==> src/rtl/apb_pkg.sv <==
// Shared types for the APB write-capture FIFO: the incoming APB request bundle,
// the captured FIFO entry, and the address stride that defines an incrementing burst.
package apb_pkg;

   localparam int APB_ADDR_W = 32;
   localparam int APB_DATA_W = 32;

   // Consecutive beats of one incrementing burst are one 32-bit word apart
   localparam logic [APB_ADDR_W-1:0] APB_ADDR_STRIDE = 32'd4;

   typedef struct packed {
      logic                  psel;
      logic                  penable;
      logic                  pwrite;
      logic [APB_ADDR_W-1:0] paddr;
      logic [APB_DATA_W-1:0] pwdata;
   } apb_req_t;

   typedef struct packed {
      logic [APB_ADDR_W-1:0] addr;
      logic [APB_DATA_W-1:0] data;
      logic                  first;
   } cap_entry_t;

endpackage

==> src/rtl/apb_wr_capture_fifo_sync_fifo.sv <==
// Generic synchronous FIFO with registered storage. Pointers carry one extra wrap
// bit so that full and empty can be told apart when the index bits are equal.
// The head is read straight out of the storage registers; nothing written in the
// current cycle can reach rd_data before the next clock edge.
module sync_fifo #(
   parameter type T     = logic,
   parameter int  DEPTH = 8
) (
   input  logic                   clk,
   input  logic                   rst_n,
   input  logic                   push,
   input  logic                   pop,
   input  T                       wr_data,
   output T                       rd_data,
   output logic                   full,
   output logic                   empty,
   output logic [$clog2(DEPTH):0] level
);

   localparam int PTR_W = $clog2(DEPTH);

   T                 mem [DEPTH];
   logic [PTR_W:0]   wr_ptr;
   logic [PTR_W:0]   rd_ptr;

   // Storage and pointers; reset also zeroes the storage so the head reads as zero
   always_ff @(posedge clk) begin
      if (!rst_n) begin
         wr_ptr <= '0;
         rd_ptr <= '0;
         for (int i = 0; i < DEPTH; i++) begin
            mem[i] <= '0;
         end
      end else begin
         if (push) begin
            mem[wr_ptr[PTR_W-1:0]] <= wr_data;
            wr_ptr                 <= wr_ptr + 1'b1;
         end
         if (pop) begin
            rd_ptr <= rd_ptr + 1'b1;
         end
      end
   end

   assign rd_data = mem[rd_ptr[PTR_W-1:0]];
   assign empty   = (wr_ptr == rd_ptr);
   assign full    = (wr_ptr[PTR_W] != rd_ptr[PTR_W]) &&
                    (wr_ptr[PTR_W-1:0] == rd_ptr[PTR_W-1:0]);
   assign level   = wr_ptr - rd_ptr;

endmodule

==> src/rtl/apb_wr_capture_fifo.sv <==
// APB3 completer that captures every write landing in its address window into a
// FIFO and replays it on a valid/ready stream. The upstream bridge cannot stall,
// so PREADY is tied high and a write arriving at a full FIFO is dropped and
// reported through PSLVERR, the sticky overflow flag and a saturating drop counter.
// Each entry is tagged with whether it starts a new incrementing burst.
module apb_wr_capture_fifo
   import apb_pkg::*;
#(
   parameter int                ADDR_W    = 32,
   parameter int                DATA_W    = 32,
   parameter int                DEPTH     = 8,
   parameter logic [ADDR_W-1:0] BASE_ADDR = 32'h0000_0000,
   parameter logic [ADDR_W-1:0] ADDR_MASK = 32'h0000_0000,
   parameter int                CNT_W     = 8
) (
   input  logic                   clk,
   input  logic                   rst_n,
   input  logic                   PSEL,
   input  logic                   PENABLE,
   input  logic                   PWRITE,
   input  logic [ADDR_W-1:0]      PADDR,
   input  logic [DATA_W-1:0]      PWDATA,
   output logic                   PREADY,
   output logic                   PSLVERR,
   output logic                   out_valid,
   input  logic                   out_ready,
   output logic [ADDR_W-1:0]      out_addr,
   output logic [DATA_W-1:0]      out_data,
   output logic                   out_first,
   output logic [$clog2(DEPTH):0] level,
   output logic                   overflow,
   output logic [CNT_W-1:0]       drop_count,
   input  logic                   clr_status
);

   apb_req_t          req;
   cap_entry_t        wr_entry;
   cap_entry_t        head;
   logic              access;
   logic              hit;
   logic              wr_access;
   logic              full;
   logic              empty;
   logic              push;
   logic              pop;
   logic              drop;
   logic              first;
   logic              trk_valid;
   logic [ADDR_W-1:0] last_addr;

   assign req = '{psel: PSEL, penable: PENABLE, pwrite: PWRITE, paddr: PADDR, pwdata: PWDATA};

   // A mask of all zeros compares no bits, so every address is inside the window
   assign access    = req.psel & req.penable;
   assign hit       = (((req.paddr ^ BASE_ADDR) & ADDR_MASK) == '0);
   assign wr_access = access & req.pwrite & hit;

   // A full FIFO still accepts a write when the consumer frees a slot in the same cycle
   assign pop  = ~empty & out_ready;
   assign push = wr_access & (~full | pop);
   assign drop = wr_access & full & ~pop;

   assign PREADY  = 1'b1;
   assign PSLVERR = access & (~req.pwrite | ~hit | (full & ~pop));

   assign first    = ~trk_valid | (req.paddr != last_addr + APB_ADDR_STRIDE);
   assign wr_entry = '{addr: req.paddr, data: req.pwdata, first: first};

   sync_fifo #(
      .T     (cap_entry_t),
      .DEPTH (DEPTH)
   ) u_fifo (
      .clk     (clk),
      .rst_n   (rst_n),
      .push    (push),
      .pop     (pop),
      .wr_data (wr_entry),
      .rd_data (head),
      .full    (full),
      .empty   (empty),
      .level   (level)
   );

   assign out_valid = ~empty;
   assign out_addr  = head.addr;
   assign out_data  = head.data;
   assign out_first = head.first;

   // Burst tracker follows accepted writes only; dropped, missed and read accesses leave it alone
   always_ff @(posedge clk) begin
      if (!rst_n) begin
         trk_valid <= 1'b0;
         last_addr <= '0;
      end else if (push) begin
         trk_valid <= 1'b1;
         last_addr <= req.paddr;
      end
   end

   // Overflow status; a drop in the same cycle as a clear still registers as one fresh drop
   always_ff @(posedge clk) begin
      if (!rst_n) begin
         overflow   <= 1'b0;
         drop_count <= '0;
      end else if (drop) begin
         overflow <= 1'b1;
         if (clr_status) begin
            drop_count <= CNT_W'(1);
         end else if (drop_count != '1) begin
            drop_count <= drop_count + 1'b1;
         end
      end else if (clr_status) begin
         overflow   <= 1'b0;
         drop_count <= '0;
      end
   end

endmodule

==> config.mk <==
export PLATFORM = sky130hd
export DESIGN_NAME = apb_wr_capture_fifo
export DESIGN_NICKNAME = d
export VERILOG_FILES = /design/src/rtl/apb_pkg.sv /design/src/rtl/apb_wr_capture_fifo_sync_fifo.sv /design/src/rtl/apb_wr_capture_fifo.sv
export SDC_FILE = /design/constraint.sdc
export NUM_CORES = 1
export LEC_CHECK = 0
export CORE_MARGIN = 10
export CORE_UTILIZATION = 51
export DETAILED_ROUTE_END_ITERATION = 10
export GPL_ROUTABILITY_DRIVEN = 0
export PLACE_DENSITY = 0.7
export SETUP_SLACK_MARGIN = 0.02
export SYNTH_ARGS = -nofsm -noshare
export SYNTH_HDL_FRONTEND = slang
export SYNTH_SLANG_ARGS = --single-unit
==> constraint.sdc <==
create_clock -name clk -period 9.6 [get_ports clk]
set_clock_uncertainty 0.05 [all_clocks]
set_input_delay 1.92 -clock clk [delete_from_list [all_inputs] [get_ports clk]]
set_output_delay 1.92 -clock clk [all_outputs]
set_load 0.03 [all_outputs]
==> summary.txt, run 1 <==
=================================================================================================
Count of flip-flops with a built-in enable after synthesis                                    520
Largest net degree at the start of global routing                                              71
Run status                                                                              completed
DR vias                                                                                    14,874
Area of the core region                                                                0.0513 mm²
Buffer cell driving the clock tree root                                              sky130_fd_sc_hd__clkbuf_16
Port bufs                                                                                     150
Total Die Area                                                                         0.0613 mm²
Wire length reported by the detailed router                                               61.5 mm
Count of endpoints failing hold in the final timing report                                      0
Portion of the post-synthesis area used by sequential elements                              0.631
Worst slew pin tran                                                                       1.19 ns
Cell count of the worst hold path                                                               2
Reg-to-reg endpoint                                                                  u_fifo.mem[0][43]
Top-Level Pins                                                                                152
DIE WIDTH                                                                                  248 µm
Clk pin slew, worst setup/hold paths                                                      0.06 ns
Row count                                                                                      83
Cell count after synthesis                                                                  1,794
Fraction of synthesis flops using an asynchronous set or reset pin                              0
Wire length of the first global-routing pass                                              95.6 mm
Register-to-register setup slack                                                          4.32 ns
Router iterations before antenna repair                                                         5
HPWL after DPL                                                                            34.8 mm
Clock tree sinks                                                                              573
Grt ovf                                                                                         0
Cell area after synthesis                                                              0.0264 mm²
Met2 Usage GRT                                                                              0.347
Data required, critical path                                                              7.63 ns
Die Y-Extent                                                                               248 µm
Remaining routing DRC violations                                                                0
Post-layout net count                                                                       1,969
Main synth FF type                                                                   sky130_fd_sc_hd__edfxtp_1
Peak fanout along the critical path                                                            50
Remaining number of nets flagged by the antenna check after routing                             0
Average instance area after synthesis                                                    14.7 µm²
Worst Reg-to-Reg Cells                                                                          9
Filler cell count                                                                           3,876
Period minus WS final                                                                     6.15 ns
Max-capacitance violation count                                                                 0
Number of distinct library cell variants in the gate-level netlist after synthesis             62
Count of yosys warnings during synthesis                                                        0
Fmax                                                                                      163 MHz
Cts-stage hold buffer count                                                                     0
Postcts setup bufs                                                                              0
LEAKAGE                                                                                   10.6 nW
Antenna violations before repair                                                                0
Worst VDD drop                                                                         0.000141 V
Initial core utilization                                                                    0.515
Antenna diodes                                                                                  0
Setup repair after global routing missed its margin                                            no
Worst min-delay path category                                                             reg2reg
Overall global routing resource usage                                                       0.204
Vias per std cell                                                                            5.68
Worst setup path category                                                                 reg2out
Clock latency of the later-clocked register in the worst-skew pair                        0.62 ns
Pwr per Cell Area                                                                      185 mW/mm²
Layer with the highest usage after global routing                                            met2
Total CTS buffers                                                                              58
Area grow syn2layout                                                                        14.9%
Synth Register Bits                                                                           573
Fraction of layout instances using a drive strength above 1                                 0.173
Headroom to the max-slew limit                                                              0.207
Final core utilization                                                                      0.591
Routed wirelength normalized by instance count                                            23.5 µm
Crit Reg-Reg Startpoint                                                              u_fifo.wr_ptr[1]
Accumulated negative setup slack                                                             0 ns
DRC violation total after the first TritonRoute iteration                                   1,297
Number of cells upsized or downsized after cts                                                  0
Met1 capacity usage during global routing                                                   0.276
Sort of element at the end of the critical path                                       output port
Final-report max-slew violation count                                                           0
Multi-input gate area                                                                 0.00924 mm²
Clock tree from TritonCTS                                                                     yes
Met3 usage                                                                                 0.0323
Post-synthesis net count                                                                    1,873
Bufs on Longest Clock Path                                                                      3
Vias in the first global route                                                             15,782
Critical path launch point type                                                              flop
Final critical-path share of the clock period                                               0.640
FF/Latch Area                                                                          0.0167 mm²
CP Data Arrival Time                                                                      4.18 ns
Worst setup endpoint                                                                 out_data[15]
Number of H-tree levels                                                                         2
Final setup vio count                                                                           0
=================================================================================================
flip-flops by register name (all words and copies together), names as in the netlist, named ones only:
| signal | cells |
|---|---|
| u_fifo.wr_ptr | 4 |
| u_fifo.rd_ptr | 4 |
| trk_valid | 1 |
| u_fifo.mem | 520 |
| last_addr | 32 |
| drop_count | 8 |
| overflow | 1 |
metrics by stage:
stage / instances / total power [mW] / hold slack (ns) / setup WS (ns) / instance area [µm²]
floorplan: 1794 / 3.25 / 0.391 / 1.57 / 26400
global placement: 2510 / 3.46 / 0.401 / 3.35 / 28500
detailed placement: 2510 / 3.47 / 0.422 / 3.21 / 28500
CTS: 2618 / 5.66 / 0.430 / 3.26 / 30300
global route: 2618 / 5.79 / 0.448 / 3.11 / 30300
finish: 2618 / 5.61 / 0.430 / 3.45 / 30300
layout by cell type, fill, tap and decap left out, types with 5 or more instances in the layout:
master	synthesis	final
sky130_fd_sc_hd__a21boi_0	36	36
sky130_fd_sc_hd__a21oi_1	15	15
sky130_fd_sc_hd__and2_1	501	501
sky130_fd_sc_hd__and3_1	5	5
sky130_fd_sc_hd__buf_4	12	24
sky130_fd_sc_hd__bufinv_16	0	5
sky130_fd_sc_hd__clkbuf_1	99	11
sky130_fd_sc_hd__clkbuf_16	0	58
sky130_fd_sc_hd__clkdlybuf4s50_1	0	149
sky130_fd_sc_hd__clkinv_1	2	17
sky130_fd_sc_hd__clkinv_2	0	12
sky130_fd_sc_hd__dfxtp_1	53	50
sky130_fd_sc_hd__edfxtp_1	520	520
sky130_fd_sc_hd__ha_1	7	7
sky130_fd_sc_hd__inv_1	7	7
sky130_fd_sc_hd__mux2_2	65	65
sky130_fd_sc_hd__mux2i_1	5	5
sky130_fd_sc_hd__mux4_2	130	130
sky130_fd_sc_hd__nand2_1	95	94
sky130_fd_sc_hd__nand2b_1	10	6
sky130_fd_sc_hd__nand3_1	21	21
sky130_fd_sc_hd__nand4_1	11	11
sky130_fd_sc_hd__nor2_1	29	25
sky130_fd_sc_hd__nor2b_1	9	9
sky130_fd_sc_hd__nor3_1	20	18
sky130_fd_sc_hd__nor4_1	12	12
sky130_fd_sc_hd__o21ai_0	10	7
sky130_fd_sc_hd__xnor2_1	31	31
sky130_fd_sc_hd__xor2_1	19	19
area by class of cell:
type,count,area share
sequential,573,0.550
inverter,10,0.00124
clock buffer,69,0.0492
timing repair buffer,174,0.0553
clock inverter,39,0.0118
tap,680,0.0280
multi-input combinational,1073,0.304
cells in the mapped netlist, types with 12 or more instances:
master	instances	area, µm²
sky130_fd_sc_hd__mux2_2	65	732
sky130_fd_sc_hd__clkbuf_1	99	372
sky130_fd_sc_hd__nor4_1	12	75.1
sky130_fd_sc_hd__buf_2	13	65.1
sky130_fd_sc_hd__nand3_1	21	105
sky130_fd_sc_hd__edfxtp_1	520	15600
sky130_fd_sc_hd__buf_4	12	90.1
sky130_fd_sc_hd__mux4_2	130	2930
sky130_fd_sc_hd__nor2_1	29	109
sky130_fd_sc_hd__dfxtp_1	53	1060
sky130_fd_sc_hd__nand2_1	95	357
sky130_fd_sc_hd__xor2_1	19	166
sky130_fd_sc_hd__and2_1	501	3130
sky130_fd_sc_hd__nor3_1	20	100
sky130_fd_sc_hd__a21oi_1	15	75.1
sky130_fd_sc_hd__xnor2_1	31	272
sky130_fd_sc_hd__a21boi_0	36	270
sky130_fd_sc_hd__buf_1	12	45.0
worst min-delay path by stage:
stage / to / slack, ns / start
2_1_floorplan: trk_valid / 0.39 / trk_valid
3_3_place_gp: trk_valid / 0.40 / trk_valid
3_5_place_dp: trk_valid / 0.42 / trk_valid
4_1_cts: last_addr[0] / 0.43 / last_addr[0]
5_1_grt: trk_valid / 0.45 / trk_valid
6_report: last_addr[0] / 0.43 / last_addr[0]
metal layers:
layer  wire (µm)  vias to the layer above
met5           0                        -
met4         814                        0
met3        3560                       60
met2       30700                      423
met1       26400                     7646
li1            -                     6745
worst max-delay path: stages, from the launching register on:
cell and delay [ns]:
sky130_fd_sc_hd__dfxtp_4 1.05, sky130_fd_sc_hd__buf_4 0.89, sky130_fd_sc_hd__mux4_2 0.64, sky130_fd_sc_hd__mux2_2 0.28, sky130_fd_sc_hd__clkdlybuf4s50_1 0.59
kinds of logic (layout without fill, tap and decap cells):
logic type | after synthesis | after routing | synth area share
other cells | 1 | 1 | 0.000142
buf+inv | 148 | 292 | 0.0237
flops | 573 | 573 | 0.631
mux | 200 | 200 | 0.140
xor+xnor | 50 | 50 | 0.0166
compound gates | 75 | 75 | 0.0195
fa+ha+maj | 8 | 8 | 0.00407
simple gates | 739 | 739 | 0.164
power breakdown:
part | leakage [nW] | internal (mW) | total [mW] | switching [mW]
combinational | 3.88 | 0.250 | 0.551 | 0.302
sequential | 5.81 | 2.80 | 2.85 | 0.0509
clock | 0.907 | 1.25 | 2.21 | 0.960
(Power assumes the default switching activity.)
==> run 2: changes to the inputs <==
- clock period: 9.6 -> 6 ns (I/O delays scaled with it)
==> summary.txt, run 2 (synthesized netlist as in run 1, its figures left out) <==
==================================================================================
Antenna violations before repair                                                 0   unchanged
HPWL after DPL                                                             36.8 mm   +5.7%
Worst setup path category                                                  reg2out
Post-layout net count                                                        1,978   +0.46%
Largest net degree at the start of global routing                               76   +7.0%
CP top delay family                                                   buffers and inverters
DRC violation total after the first TritonRoute iteration                    1,234   -4.9%
Initial core utilization                                                     0.515   unchanged
Critical hold path startpoint                                            trk_valid
Postcts setup bufs                                                               0   unchanged
Max-capacitance violation count                                                  0   unchanged
Die Y-Extent                                                                248 µm   unchanged
Area grow syn2layout                                                         15.7%
Register-to-register setup slack                                           1.64 ns   -2.68 ns
Clock tree from TritonCTS                                                      yes
Delay of the slowest critical-path stage                                   0.95 ns   -0.10 ns
Router iterations before antenna repair                                          5   unchanged
Final-report max-slew violation count                                            0   unchanged
Crit Reg-Reg Startpoint                                               u_fifo.wr_ptr[1]
Peak fanout along the critical path                                             41   -18%
Register name with the most flops                                       u_fifo.mem
Number of flip-flops under the largest register name                           520   unchanged
Final setup vio count                                                            0   unchanged
Run status                                                               completed
Most common cell after layout, fill and taps aside                    sky130_fd_sc_hd__edfxtp_1
Met1 capacity usage during global routing                                    0.272   -0.00409
Cell count of the worst hold path                                                1   -1
Final critical-path share of the clock period                                0.788
Fmax                                                                       212 MHz
Slowest CP cell                                                       sky130_fd_sc_hd__dfxtp_4
Accumulated negative setup slack                                              0 ns   unchanged
Worst VDD drop                                                          0.000216 V   +53%
DR vias                                                                     15,003   +0.87%
Clock latency of the later-clocked register in the worst-skew pair         0.61 ns   about the same
Regs by FF count                                                      u_fifo.mem (520), last_addr (32), drop_count (8)
Data required, critical path                                               4.75 ns   -2.88 ns
Post-route design area                                                  0.0306 mm²   +0.77%
Buffer cell driving the clock tree root                               sky130_fd_sc_hd__clkbuf_16
Met3 usage                                                                  0.0348   +0.00258
DIE WIDTH                                                                   248 µm   unchanged
Port bufs                                                                      150   unchanged
Fraction of layout instances using a drive strength above 1                  0.178   +0.00522
Sort of element at the end of the critical path                        output port
Worst slew pin tran                                                        1.00 ns   -0.190 ns
Count of endpoints failing hold in the final timing report                       0   unchanged
Worst Reg-to-Reg Cells                                                           9   unchanged
Total Die Area                                                          0.0613 mm²   unchanged
Top-Level Pins                                                                 152   unchanged
Area of the core region                                                 0.0513 mm²   unchanged
Reg-to-reg endpoint                                                   u_fifo.mem[5][25]
Vias in the first global route                                              15,767   -0.095%
Top library cells by usage in the layout, fill and taps aside         520 x sky130_fd_sc_hd__edfxtp_1, 501 x sky130_fd_sc_hd__and2_1, 149 x sky130_fd_sc_hd__clkdlybuf4s50_1
Bufs and invs on worst path                                                      2   unchanged
Critical path launch point type                                               flop
Number of H-tree levels                                                          2   unchanged
Cell Chain, Critical Path                                             buf_4 > mux4_2 > mux2_2 > clkdlybuf4s50_1
Wire length of the first global-routing pass                               95.7 mm   +0.13%
Grt ovf                                                                          0   unchanged
Met2 Usage GRT                                                               0.351   +0.00395
Bufs on Longest Clock Path                                                       3   unchanged
LEAKAGE                                                                    10.7 nW   +0.82%
Layer with the highest usage after global routing                             met2
Cts-stage hold buffer count                                                      0   unchanged
Period minus WS final                                                      4.73 ns
Clock tree sinks                                                               573   unchanged
Vias per std cell                                                             5.72   +0.68%
Clk pin slew, worst setup/hold paths                                       0.06 ns   about the same
Row count                                                                       83   unchanged
Worst Hold End                                                           trk_valid
Remaining routing DRC violations                                                 0   unchanged
Worst min-delay path category                                              reg2reg
Setup repair after global routing missed its margin                             no
CP Data Arrival Time                                                       3.48 ns   -0.70 ns
Remaining number of nets flagged by the antenna check after routing              0   unchanged
Instance area after placement                                           0.0287 mm²   +0.85%
Antenna diodes                                                                   0   unchanged
Pwr per Cell Area                                                       294 mW/mm²   +59%
Total CTS buffers                                                               58   unchanged
Overall global routing resource usage                                        0.206   +0.00249
Wire length reported by the detailed router                                62.6 mm   +1.8%
Routed wirelength normalized by instance count                             23.9 µm   +1.6%
Headroom to the max-slew limit                                               0.331   +0.124
Number of cells upsized or downsized after cts                                   0   unchanged
==================================================================================
## run 2: cell type report
cell class                 instances  area, µm²
sequential                       573      16700
fill                            3940      20700
multi-input combinational       1073       9240
clock buffer                      80       1620
clock inverter                    24        224
inverter                          10       37.5
timing repair buffer             183       1920
tap                              680        851
## run 2: per-layer routing
metal | part of all wire | up-vias
met4 | 0.018 | 0
li1 | - | 6745
met1 | 0.41 | 7714
met2 | 0.50 | 472
met5 | 0 | -
met3 | 0.067 | 72
## run 2: through the flow
step	cells	hold slack (ns)	util	total power, mW	worst slack, ns
after floorplan	1794	0.391	-	5.19	0.453
after global routing	2623	0.442	0.596	9.25	1.05
final	2623	0.425	0.596	8.98	1.27
after CTS	2623	0.423	0.596	9.05	1.14
after global placement	2519	0.401	0.560	5.55	1.14
after detailed placement	2519	0.409	0.560	5.57	1.05
## run 2: report_power, final
group / internal [mW] / switching [mW]
registers: 4.48 / 0.0739
logic: 0.418 / 0.500
clock network: 2.01 / 1.50
## run 2: worst max path at each step
| stage | cells past startpoint | from | end | slack, ns |
|---|---|---|---|---|
| 3_5_place_dp | 10 | out_ready | u_fifo.mem[5][29] | 1.05 |
| 2_1_floorplan | 8 | out_ready | u_fifo.mem[6][0] | 0.45 |
| 3_3_place_gp | 10 | out_ready | u_fifo.mem[5][31] | 1.14 |
| 6_report | 4 | flop | out_addr[16] | 1.27 |
| 5_1_grt | 4 | flop | out_addr[16] | 1.05 |
| 4_1_cts | 4 | flop | out_addr[16] | 1.14 |
## run 2: worst reg2reg max path, cell delays in order (launching register included)
cell and delay [ns]:
sky130_fd_sc_hd__dfxtp_1 0.88, sky130_fd_sc_hd__ha_1 0.41, sky130_fd_sc_hd__nand4_1 0.27, sky130_fd_sc_hd__nand2_1 0.13
sky130_fd_sc_hd__nor2_2 0.17, sky130_fd_sc_hd__buf_4 0.26, sky130_fd_sc_hd__nand3_1 0.58, sky130_fd_sc_hd__nor3_4 0.36
sky130_fd_sc_hd__nand2b_4 0.59, sky130_fd_sc_hd__buf_12 0.32
==> run 3: changes to the inputs <==
- clock period: 6 -> 4.9 ns (I/O delays scaled with it)
==> summary.txt, run 3 (synthesized netlist as in run 1, its figures left out) <==
==================================================================================
Sequential cell fraction of total power                                      0.509   +0.002
Number of cells upsized or downsized after cts                                   0   unchanged
Slowest CP cell                                                       sky130_fd_sc_hd__dfxtp_4
Vias in the first global route                                              15,911   +0.91%
Initial core utilization                                                     0.515   unchanged
Most common cell after layout, fill and taps aside                    sky130_fd_sc_hd__edfxtp_1
Top-Level Pins                                                                 152   unchanged
Antenna violations before repair                                                 5   +5
Final critical-path share of the clock period                                0.883
Clock network fraction of total power                                        0.387   -0.004
HPWL after DPL                                                             37.0 mm   +0.48%
Buffer cell driving the clock tree root                               sky130_fd_sc_hd__clkbuf_16
Filler cell count                                                            3,934   -0.15%
Largest net degree at the start of global routing                               64   -16%
Routed wirelength normalized by instance count                             24.7 µm   +3.3%
Clock tree from TritonCTS                                                      yes
Count of endpoints failing hold in the final timing report                       0   unchanged
Remaining number of nets flagged by the antenna check after routing              0   unchanged
Total internal power                                                       8.42 mW   +22%
Max-capacitance violation count                                                  0   unchanged
Overall power of the completed layout                                      10.9 mW   +22%
Row count                                                                       83   unchanged
Postcts setup bufs                                                               0   unchanged
Pwr per Cell Area                                                       357 mW/mm²   +21%
Remaining routing DRC violations                                                 0   unchanged
Post-route design area                                                  0.0306 mm²   +0.20%
Bufs on Longest Clock Path                                                       3   unchanged
Fmax                                                                       231 MHz
Top library cells by usage in the layout, fill and taps aside         520 x sky130_fd_sc_hd__edfxtp_1, 501 x sky130_fd_sc_hd__and2_1, 149 x sky130_fd_sc_hd__clkdlybuf4s50_1
Port bufs                                                                      150   unchanged
Accumulated negative setup slack                                              0 ns   unchanged
Overall global routing resource usage                                        0.215   +0.00880
Worst VDD drop                                                          0.000287 V   +33%
Die Y-Extent                                                                248 µm   unchanged
Headroom to the max-slew limit                                               0.372   +0.0408
Critical path launch point type                                               flop
Net switching share of the total power                                       0.230   -0.00131
Cell Chain, Critical Path                                             buf_12 > mux4_2 > mux2_2 > clkdlybuf4s50_1
Clk pin slew, worst setup/hold paths                                       0.06 ns   about the same
Grt ovf                                                                          0   unchanged
Area grow syn2layout                                                         16.0%
Critical hold path startpoint                                         last_addr[0]
Period minus WS final                                                      4.33 ns
Worst min-delay path category                                              reg2reg
Cell count after placement                                                   2,533   +0.56%
Final setup vio count                                                            0   unchanged
Cts-stage hold buffer count                                                      0   unchanged
Run status                                                               completed
Total CTS buffers                                                               58   unchanged
DIE WIDTH                                                                   248 µm   unchanged
Peak fanout along the critical path                                             30   -27%
DRC violation total after the first TritonRoute iteration                    1,507   +22%
Register name with the most flops                                       u_fifo.mem
Number of non-filler instances in the completed layout                       2,643   +0.76%
Number of flip-flops under the largest register name                           520   unchanged
Clock tree sinks                                                               573   unchanged
Vias per std cell                                                             5.78   +1.1%
Crit Reg-Reg Startpoint                                               u_fifo.wr_ptr[0]
Worst setup path category                                                  reg2out
LEAKAGE                                                                    10.7 nW   +0.56%
Worst slew pin tran                                                       0.942 ns   -0.0574 ns
Instance area after placement                                           0.0288 mm²   +0.32%
Sort of element at the end of the critical path                        output port
DR vias                                                                     15,285   +1.9%
Fraction of power consumed by combinational cells                            0.104   +0.002
Post-layout net count                                                        1,992   +0.71%
Data required, critical path                                               3.87 ns   -0.88 ns
Clock latency of the later-clocked register in the worst-skew pair         0.61 ns   about the same
Wire length of the first global-routing pass                               98.8 mm   +3.2%
CP Data Arrival Time                                                       3.30 ns   -0.18 ns
Area of the core region                                                 0.0513 mm²   unchanged
Regs by FF count                                                      u_fifo.mem (520), last_addr (32), drop_count (8)
Post-layout worst setup margin                                            0.574 ns   -0.701 ns
Router iterations before antenna repair                                          5   unchanged
Delay of the slowest critical-path stage                                   0.82 ns   -0.13 ns
Sw Pwr                                                                     2.52 mW   +21%
Setup repair after global routing missed its margin                             no
Number of H-tree levels                                                          2   unchanged
Final-report max-slew violation count                                            0   unchanged
Fraction of layout instances using a drive strength above 1                  0.181   +0.00286
Wire length reported by the detailed router                                65.2 mm   +4.0%
Total Die Area                                                          0.0613 mm²   unchanged
Setup Slack @ Placement                                                   0.785 ns   -0.265 ns
==================================================================================
==> run 3: changes by cell type in the layout (fill, tap and decap cells not counted), sizes merged <==
cell,before,now
clkinvlp,2,0
clkbuf,80,77
clkinv,20,30
buf,34,48
diode,0,1
==> run 3: power groups by stage <==
stage               Combinational (mW)  Clock (mW)  Sequential, mW
floorplan                        0.722           0            5.63
global placement                  1.14           0            5.66
detailed placement                1.15           0            5.68
CTS                               1.15        4.30            5.57
global route                      1.21        4.48            5.59
finish                            1.14        4.23            5.57
==> run 3: final timing paths <==
kind / cells after the start / to / slack, ns
setup / recovery: 4 / out_addr[9] / 0.57
hold / removal: 2 / last_addr[0] / 0.43
setup reg to reg: 9 / u_fifo.mem[3][23] / 1.18
hold reg to reg: 2 / last_addr[0] / 0.43
==> run 3: layer usage <==
layer	part of all wire	vias to the layer above	GRT usage
li1	-	6799	-
met1	0.42	7807	0.290
met2	0.49	570	0.358
met3	0.072	105	0.0348
met4	0.023	4	0.0602
met5	0.00038	-	0
==> run 3: critical path: cells and delay by family (launching register included) <==
kind	cells	cell delay (ns)
buffers and inverters	2	0.96
flip-flops	1	0.82
multiplexers	2	0.89
==> run 3: layout make-up <==
| class | instances | area [µm²] | area share |
|---|---|---|---|
| antenna | 1 | 2.50 | 0.0000817 |
| clock inverter | 32 | 223 | 0.00727 |
| clock buffer | 77 | 1580 | 0.0517 |
| timing repair buffer | 197 | 2010 | 0.0657 |
| multi-input combinational | 1073 | 9240 | 0.302 |
| inverter | 10 | 37.5 | 0.00123 |
| tap | 680 | 851 | 0.0278 |
| sequential | 573 | 16700 | 0.545 |
==> run 3: through the flow <==
stage | hold WS (ns) | util
3_5_place_dp | 0.417 | 0.562
4_1_cts | 0.432 | 0.597
6_report | 0.431 | 0.597
5_1_grt | 0.453 | 0.597
3_3_place_gp | 0.398 | 0.562
2_1_floorplan | 0.391 | -
==> edit, RTL diff (flow settings as in run 2) <==
`DEPTH` is set to 8 in 2 places; all go to 4.
--- a/src/rtl/apb_wr_capture_fifo_sync_fifo.sv
+++ b/src/rtl/apb_wr_capture_fifo_sync_fifo.sv
@@ -4,7 +4,7 @@
 // current cycle can reach rd_data before the next clock edge.
 module sync_fifo #(
    parameter type T     = logic,
-   parameter int  DEPTH = 8
+   parameter int  DEPTH = 4
 ) (
    input  logic                   clk,
    input  logic                   rst_n,
--- a/src/rtl/apb_wr_capture_fifo.sv
+++ b/src/rtl/apb_wr_capture_fifo.sv
@@ -8,7 +8,7 @@
 #(
    parameter int                ADDR_W    = 32,
    parameter int                DATA_W    = 32,
-   parameter int                DEPTH     = 8,
+   parameter int                DEPTH     = 4,
    parameter logic [ADDR_W-1:0] BASE_ADDR = 32'h0000_0000,
    parameter logic [ADDR_W-1:0] ADDR_MASK = 32'h0000_0000,
    parameter int                CNT_W     = 8
Interface: changed (resized level); port bits go from 152 to 151. The function was not compared with the original's and may differ.
==> edit against run 2 <==
Sequential cell count down 263; total power fell by 43%; design area decreased by 44%; non-clock buffer count shrank 24; worst hold slack better by 0.010 ns; first-iteration DRC count decreased by 46%; die area decreased by 43%; worst setup slack gained 0.34 ns; count of clock-buffer cells in the layout is 47 lower; largest cell class unchanged; routed wire length fell by 48%; synthesized area shrank 47%; highest routed layer unchanged; register-to-register slack better by 0.88 ns.
==> edit: results (changes against run 2) <==
synthesis:
  synth-adder-area-share: 0.00673  # was 0.00407
  syn_area_per_cell_sq_um: 14.6  # was 14.7 sq um
  synth-seq-area-share: 0.624  # was 0.631
  synth_edf_count: 260  # was 520
  synth_cell_type_count: 61  # was 62
  synth_xor_area_frac: 0.0323  # was 0.0166
clock_network:
  clock_latency_ns: 0.56  # was 0.61 ns
drt:
  detailedRoute.firstIterationViolations: 670  # was 1,234
  viasPerCell: 5.60  # was 5.72
place:
  placedCellCount: 1436  # was 2,519
  place_ws_ns: 1.74  # was 1.05 ns
  post_dp_cell_area_sq_um: 15900  # was 28,700 sq um
  hpwl_mm: 18.9  # was 36.8 mm
power_and_ir_drop:
  p_total_uw: 5150  # was 8980 uW
  p_switching_uw: 1200  # was 2080 uW
  p_leak_uw: 0.00655  # was 0.0107 uW
critical_path:
  slowest_delay_ns: 0.69  # was 0.95 ns
  cp_max_fo: 8  # was 41
  worstSetupEndpoint: "PSLVERR"  # was out_addr[16]
  ff2ff_setup_slack_ns: 2.52  # was 1.64 ns
  reg2reg_to: "u_fifo.mem[1][58]$_SDFFCE_PN0P_"  # was u_fifo.mem[5][25]$_SDFFCE_PN0P_
global_route:
  grt.total_usage: 0.181  # was 0.206
  antenna_found_initial: 1  # was 0
run_status:
  status: "finished clean"  # unchanged
timing:
  slew_headroom: 0.269  # was 0.331
-- edit: cell types whose count changed after synthesis, moves of 15 or more --
cell | before | now
nand2_1 | 95 | 18
clkbuf_1 | 99 | 39
edfxtp_1 | 520 | 260
a21boi_0 | 36 | 3
nor3_1 | 20 | 5
mux2_2 | 65 | 0
and3_1 | 5 | 68
a21o_1 | 1 | 32
mux4_2 | 130 | 65
and2_1 | 501 | 192
-- edit: cell type report --
type                    instances  share of cell area
well taps                     372              0.0273
diodes                          2            0.000294
inverters                      12             0.00264
clock inverters                25              0.0178
repair buffers                159              0.0916
multi-input cells             583               0.296
flip-flops and latches        310               0.517
clock buffers                  33              0.0471
-- edit: metal layers --
layer	track usage	share of wire	up-vias
li1	-	-	3897
met1	0.231	0.42	4188
met2	0.315	0.51	249
met3	0.0291	0.055	41
met4	0.0435	0.015	0
met5	0	0	-
